===== src/rtl/riscv_mc_pkg.sv =====
// Shared encodings for the multicycle RISC-V control FSM.
package riscv_mc_pkg;

  typedef enum logic [3:0] {
    BOOT   = 4'd0,
    FETCH  = 4'd1,
    DECODE = 4'd2,
    MEMADR = 4'd3,
    MEMRD  = 4'd4,
    MEMWB  = 4'd5,
    MEMWR  = 4'd6,
    EXEC_R = 4'd7,
    ALUWB  = 4'd8,
    BEQ    = 4'd9,
    TRAP   = 4'd10
  } state_t;

  localparam logic [6:0] OP_LOAD   = 7'b0000011;
  localparam logic [6:0] OP_STORE  = 7'b0100011;
  localparam logic [6:0] OP_RTYPE  = 7'b0110011;
  localparam logic [6:0] OP_BRANCH = 7'b1100011;

  localparam logic [1:0] ALUOP_ADD   = 2'b00;
  localparam logic [1:0] ALUOP_SUB   = 2'b01;
  localparam logic [1:0] ALUOP_FUNCT = 2'b10;

  localparam logic [1:0] SRCA_PC    = 2'b00;
  localparam logic [1:0] SRCA_OLDPC = 2'b01;
  localparam logic [1:0] SRCA_RS1   = 2'b10;

  localparam logic [1:0] SRCB_RS2  = 2'b00;
  localparam logic [1:0] SRCB_IMM  = 2'b01;
  localparam logic [1:0] SRCB_FOUR = 2'b10;

  localparam logic [1:0] RES_ALUOUT = 2'b00;
  localparam logic [1:0] RES_MEM    = 2'b01;
  localparam logic [1:0] RES_ALU    = 2'b10;

endpackage


===== src/rtl/mem_wait_timer.sv =====
// Memory-wait watchdog: counts consecutive waiting cycles and flags the
// cycle in which the limit is reached. TIMEOUT=0 disables it.
module mem_wait_timer #(
  parameter int TIMEOUT = 15
) (
  input  logic clk,
  input  logic reset,
  input  logic waiting,
  output logic expire
);

  localparam logic [7:0] LIMIT = (TIMEOUT == 0) ? 8'd0 : 8'(TIMEOUT - 1);

  logic [7:0] cnt;

  // Count while waiting; any non-waiting cycle (access done or other state) clears.
  // Saturates so a disabled watchdog never wraps.
  always_ff @(posedge clk or posedge reset) begin
    if (reset)            cnt <= 8'd0;
    else if (!waiting)    cnt <= 8'd0;
    else if (cnt != 8'hff) cnt <= cnt + 8'd1;
  end

  assign expire = (TIMEOUT != 0) && waiting && (cnt == LIMIT);

endmodule


===== src/rtl/multicycle_control.sv =====
// Multicycle RISC-V main control FSM with memory-wait watchdog and
// sticky illegal-opcode / bus-error flags.
module multicycle_control
  import riscv_mc_pkg::*;
#(
  parameter int TIMEOUT = 15
) (
  input  logic       clk,
  input  logic       reset,
  input  logic [6:0] opcode,
  input  logic       zero,
  input  logic       mem_ready,
  output logic       pc_write,
  output logic       ir_write,
  output logic       mem_req,
  output logic       mem_we,
  output logic       addr_src,
  output logic       reg_write,
  output logic [1:0] alu_src_a,
  output logic [1:0] alu_src_b,
  output logic [1:0] aluop,
  output logic [1:0] result_src,
  output logic       illegal,
  output logic       bus_err,
  output logic [3:0] state
);

  state_t state_q, state_d;
  logic   waiting, expire;
  logic   set_illegal, set_buserr;

  // Only the three memory-handshake states can stall.
  assign waiting = ((state_q == FETCH) || (state_q == MEMRD) || (state_q == MEMWR)) && !mem_ready;

  mem_wait_timer #(.TIMEOUT(TIMEOUT)) u_timer (
    .clk    (clk),
    .reset  (reset),
    .waiting(waiting),
    .expire (expire)
  );

  // State register.
  always_ff @(posedge clk or posedge reset) begin
    if (reset) state_q <= BOOT;
    else       state_q <= state_d;
  end

  // Sticky error flags, cleared only by reset.
  always_ff @(posedge clk or posedge reset) begin
    if (reset) begin
      illegal <= 1'b0;
      bus_err <= 1'b0;
    end else begin
      if (set_illegal) illegal <= 1'b1;
      if (set_buserr)  bus_err <= 1'b1;
    end
  end

  // Next state and Moore-style control decode (pc/ir strobes also look at inputs).
  always_comb begin
    state_d     = state_q;
    pc_write    = 1'b0;
    ir_write    = 1'b0;
    mem_req     = 1'b0;
    mem_we      = 1'b0;
    addr_src    = 1'b0;
    reg_write   = 1'b0;
    alu_src_a   = SRCA_PC;
    alu_src_b   = SRCB_RS2;
    aluop       = ALUOP_ADD;
    result_src  = RES_ALUOUT;
    set_illegal = 1'b0;
    set_buserr  = 1'b0;
    case (state_q)
      BOOT: state_d = FETCH;
      FETCH: begin
        mem_req   = 1'b1;
        alu_src_a = SRCA_PC;
        alu_src_b = SRCB_FOUR;
        aluop     = ALUOP_ADD;
        if (mem_ready) begin
          ir_write = 1'b1;
          pc_write = 1'b1;
          state_d  = DECODE;
        end else if (expire) begin
          state_d    = TRAP;
          set_buserr = 1'b1;
        end
      end
      DECODE: begin
        alu_src_a = SRCA_OLDPC;
        alu_src_b = SRCB_IMM;
        aluop     = ALUOP_ADD;
        case (opcode)
          OP_LOAD, OP_STORE: state_d = MEMADR;
          OP_RTYPE:          state_d = EXEC_R;
          OP_BRANCH:         state_d = BEQ;
          default: begin
            state_d     = TRAP;
            set_illegal = 1'b1;
          end
        endcase
      end
      MEMADR: begin
        alu_src_a = SRCA_RS1;
        alu_src_b = SRCB_IMM;
        aluop     = ALUOP_ADD;
        state_d   = (opcode == OP_LOAD) ? MEMRD : MEMWR;
      end
      MEMRD: begin
        mem_req  = 1'b1;
        addr_src = 1'b1;
        if (mem_ready) state_d = MEMWB;
        else if (expire) begin
          state_d    = TRAP;
          set_buserr = 1'b1;
        end
      end
      MEMWB: begin
        result_src = RES_MEM;
        reg_write  = 1'b1;
        state_d    = FETCH;
      end
      MEMWR: begin
        mem_req  = 1'b1;
        mem_we   = 1'b1;
        addr_src = 1'b1;
        if (mem_ready) state_d = FETCH;
        else if (expire) begin
          state_d    = TRAP;
          set_buserr = 1'b1;
        end
      end
      EXEC_R: begin
        alu_src_a = SRCA_RS1;
        alu_src_b = SRCB_RS2;
        aluop     = ALUOP_FUNCT;
        state_d   = ALUWB;
      end
      ALUWB: begin
        result_src = RES_ALUOUT;
        reg_write  = 1'b1;
        state_d    = FETCH;
      end
      BEQ: begin
        alu_src_a  = SRCA_RS1;
        alu_src_b  = SRCB_RS2;
        aluop      = ALUOP_SUB;
        result_src = RES_ALUOUT;
        pc_write   = zero;
        state_d    = FETCH;
      end
      TRAP:    state_d = TRAP;
      default: state_d = BOOT;
    endcase
  end

  assign state = state_q;

endmodule


===== config.mk =====
export PLATFORM = sky130hd
export DESIGN_NAME = multicycle_control
export DESIGN_NICKNAME = d
export VERILOG_FILES = /design/src/rtl/riscv_mc_pkg.sv /design/src/rtl/mem_wait_timer.sv /design/src/rtl/multicycle_control.sv
export SDC_FILE = /design/constraint.sdc
export NUM_CORES = 1
export LEC_CHECK = 0
export ABC_CLOCK_PERIOD_IN_PS = 4500
export BUFFER_PORTS_ARGS = -buffer_cell sky130_fd_sc_hd__clkbuf_2
export CORE_UTILIZATION = 55
export CTS_BUF_LIST = sky130_fd_sc_hd__clkbuf_8
export CTS_CLUSTER_SIZE = 8
export DETAILED_ROUTE_END_ITERATION = 8
export GPL_TIMING_DRIVEN = 0
export PLACE_DENSITY = 0.84
export SYNTH_ARGS = -nofsm -noshare
export SYNTH_HDL_FRONTEND = slang
export SYNTH_SLANG_ARGS = --single-unit

===== constraint.sdc =====
create_clock -name clk -period 4.5 [get_ports clk]
set_clock_uncertainty 0.2 [all_clocks]
set_input_delay 0.9 -clock clk [delete_from_list [all_inputs] [get_ports clk]]
set_output_delay 0.9 -clock clk [all_outputs]
set_load 0.05 [all_outputs]

==> flow_metrics.env <==
export IMPL_status="complete, no violations"
export IMPL_cp_start_kind="register"
export IMPL_power_net_switching_w=0.000410
export IMPL_yosysWarnings=0
export IMPL_synth_ff_type="dfrtp_1"
export IMPL_num_antenna_cells=0
export IMPL_yosysSeqAreaShare_pct=35.6
export IMPL_critPathArrivalTime_ns=1.85
export IMPL_r2r_slack_ns=2.52
export IMPL_post_cts_resized=0
export IMPL_seq_area_sq_um=350
export IMPL_finalCritPeriodShare_pct=65.6
export IMPL_htreeDepth=1
export IMPL_vias=972
export IMPL_worstMarginPinSlew_ns=0.567
export IMPL_grt_max_degree=15
export IMPL_synth_edf_count=0
export IMPL_endpoint_kind="output port"
export IMPL_crit_path_max_fanout=10
export IMPL_cts_tree="built"
export IMPL_cts_max_path_buffers=2
export IMPL_die_x_um=44.3
export IMPL_topRoutingLayerUsed="met4"
export IMPL_p_int_w=0.000347
export IMPL_dp_cells=169
export IMPL_avgSynthCellArea_sq_um=8.49
export IMPL_start_util_pct=61.8
export IMPL_drv_cap=0
export IMPL_nets=163
export IMPL_synth_top_area_cell="dfrtp_1"
export IMPL_drtPass1Iterations=4
export IMPL_cts_clk_slew_worst_paths_ns=0.06
export IMPL_routedWlPerCell_um=13.9
export IMPL_final_cells=173
export IMPL_critPathKind="register to output port"
export IMPL_async_flop_share_pct=100
export IMPL_final_hold_violation_count=0
export IMPL_clock_latency_ns=0.25
export IMPL_power_w=0.000757
export IMPL_clock_sinks=14
export IMPL_rsz0062_at_grt="false"
export IMPL_gp_congestion=0.853
export IMPL_r2r_start="u_timer.cnt[0]"
export IMPL_syn_to_final_growth_pct=23.4
export IMPL_post_cts_buffers=0
export IMPL_met2_length_um=1220
export IMPL_p_sw_share_pct=54.2
export IMPL_synth_distinct_cells=43
export IMPL_fill_cells=125
export IMPL_die_area_sq_mm=0.00196
export IMPL_p_leak_nw=0.617
export IMPL_p_per_area_mw_per_mm2=623
export IMPL_combPwrFrac_pct=62.6
export IMPL_drc=0
export IMPL_setup_viol=0
export IMPL_tns_ns=0
export IMPL_finalCriticalPeriod_ns=2.95
export IMPL_grt_usage_pct=27.9
export IMPL_r2r_cells=6
export IMPL_netlist_area_sq_um=985
export IMPL_slew_violations=0
export IMPL_p_clk_share_pct=16.1
export IMPL_worstReg2RegEnd="state[0]"
export IMPL_io_pins=31
export IMPL_io_buffers=29
export IMPL_peakVddDrop_uv=457
export IMPL_drtIter0Drc=29
export IMPL_die_h_um=44.3
export IMPL_holdBufCountCts=0
export IMPL_ctsRootBufferMaster="clkbuf_8"
export IMPL_ys_ff_latch=14
export IMPL_hpwl_um=1720
export IMPL_critPathRequiredTime_ns=3.40
export IMPL_syn_num_nets=129
export IMPL_via_per_inst=5.62
export IMPL_drt_wl_total_um=2410
export IMPL_wl_met3_um=120
export IMPL_ant_nets=0
export IMPL_synthCells=116
export IMPL_p_seq_share_pct=21.4
export IMPL_rows=14
export IMPL_drive_above_1_share_pct=26.8
export IMPL_grt_overflow_total=0
export IMPL_antenna_found_initial=0
export IMPL_cts_made_buffers=3
export IMPL_wl_met1_um=1010
export IMPL_max_freq_mhz=339
export IMPL_multi_input_area_sq_um=579
export IMPL_cp_endpoint="reg_write"
export IMPL_min_path_type="register to register"
export IMPL_relSlewSlack_pct=61.2
export IMPL_startpoint="state[0]"
export IMPL_grt_pass1_wl_um=3960
export IMPL_core_area_sq_mm=0.00159
export IMPL_synth_top_area_share_pct=35.6
export IMPL_grt_pass1_vias=911
export IMPL_synth_area_leaders="dfrtp_1, nor2_1, nand2b_1, nand2_1, a21oi_1"
## Yosys cell counts, types with 3 or more instances
| library cell | n |
|---|---|
| nor2b_1 | 3 |
| nor3_1 | 4 |
| o21ai_0 | 3 |
| nand2b_1 | 7 |
| o21bai_1 | 3 |
| dfrtp_1 | 14 |
| clkbuf_1 | 5 |
| a21oi_1 | 5 |
| nand2_1 | 7 |
| nor2_1 | 16 |
| a211oi_1 | 3 |
| a31oi_1 | 3 |
| inv_1 | 5 |
## worst min-delay path by stage
stage	start	end	slack (ns)	cells after the start
floorplan	u_timer.cnt[2]	u_timer.cnt[2]	0.34	1
global placement	illegal	illegal	0.24	1
detailed placement	bus_err	bus_err	0.26	1
CTS	illegal	illegal	0.28	1
global route	bus_err	bus_err	0.29	1
finish	illegal	illegal	0.27	1
## cell usage in the layout (no fill, tap or decap), drive strengths merged, types with 2 or more instances in the layout
cell	Yosys	layout
and2	2	2
o21bai	3	3
ha	2	2
nor4bb	2	2
clkbuf	5	38
a21o	2	2
nand3	2	2
inv	5	5
nand2	7	7
nor2b	3	3
xnor2	2	2
mux2i	2	2
a21oi	5	5
a211oi	3	3
nor2	16	16
nor4	2	2
nand2b	7	7
buf	3	3
a31oi	3	3
nor3	4	4
o21ai	3	3
dfrtp	14	14
## critical path, stage by stage (launching register included)
cell and delay (ns):
dfrtp_1 0.37, clkbuf_1 0.20, clkbuf_1 0.26, or2_2 0.34, a21oi_1 0.15, clkbuf_2 0.30
## power groups by stage
stage	clock, W	sequential [W]	combinational (W)
floorplan	0	0.000213	0.000321
global placement	0	0.000162	0.000460
detailed placement	0	0.000164	0.000466
CTS	0.000124	0.000162	0.000474
global route	0.000128	0.000165	0.000504
finish	0.000122	0.000162	0.000474
## per-layer routing
metal / global-route usage (%) / vias to the layer above
met3: 7.35 / 6
met2: 45.6 / 41
met1: 34.5 / 445
li1: - / 480
met5: 0 / -
met4: 12.7 / 0
## kinds of logic after synthesis
family / Yosys count / synth area share (%)
multiplexers: 2 / 2.03
buffers and inverters: 13 / 5.59
other: 1 / 0.381
AND/OR/NAND/NOR: 55 / 33.0
XOR/XNOR: 2 / 1.78
AO/OA/AOI/OAI: 27 / 19.1
flip-flops: 14 / 35.6
adder cells (fa/ha/maj): 2 / 2.54
## per-stage QoR
stage | utilization (%) | instance area [sq um] | setup WS [ns] | hold WS (ns)
final | 76.2 | 1210 | 1.55 | 0.275
after global routing | 76.2 | 1210 | 1.43 | 0.288
after CTS | 76.2 | 1210 | 1.54 | 0.280
after detailed placement | 72.8 | 1160 | 1.83 | 0.265
after global placement | 72.8 | 1160 | 1.86 | 0.242
after floorplan | - | 985 | 0.974 | 0.336
## flip-flops by register name, summed over array words and instances (netlist names)
name / flops
illegal: 1
bus_err: 1
state: 4
u_timer.cnt: 8
## cell type report
class	instances	area share [%]
multi-input combinational	89	47.7
sequential	14	28.8
timing repair buffer	29	11.9
clock buffer	4	4.53
buffer	8	2.99
tap	24	2.47
inverter	5	1.54
No activity file was read; power rests on OpenSTA's default activity.
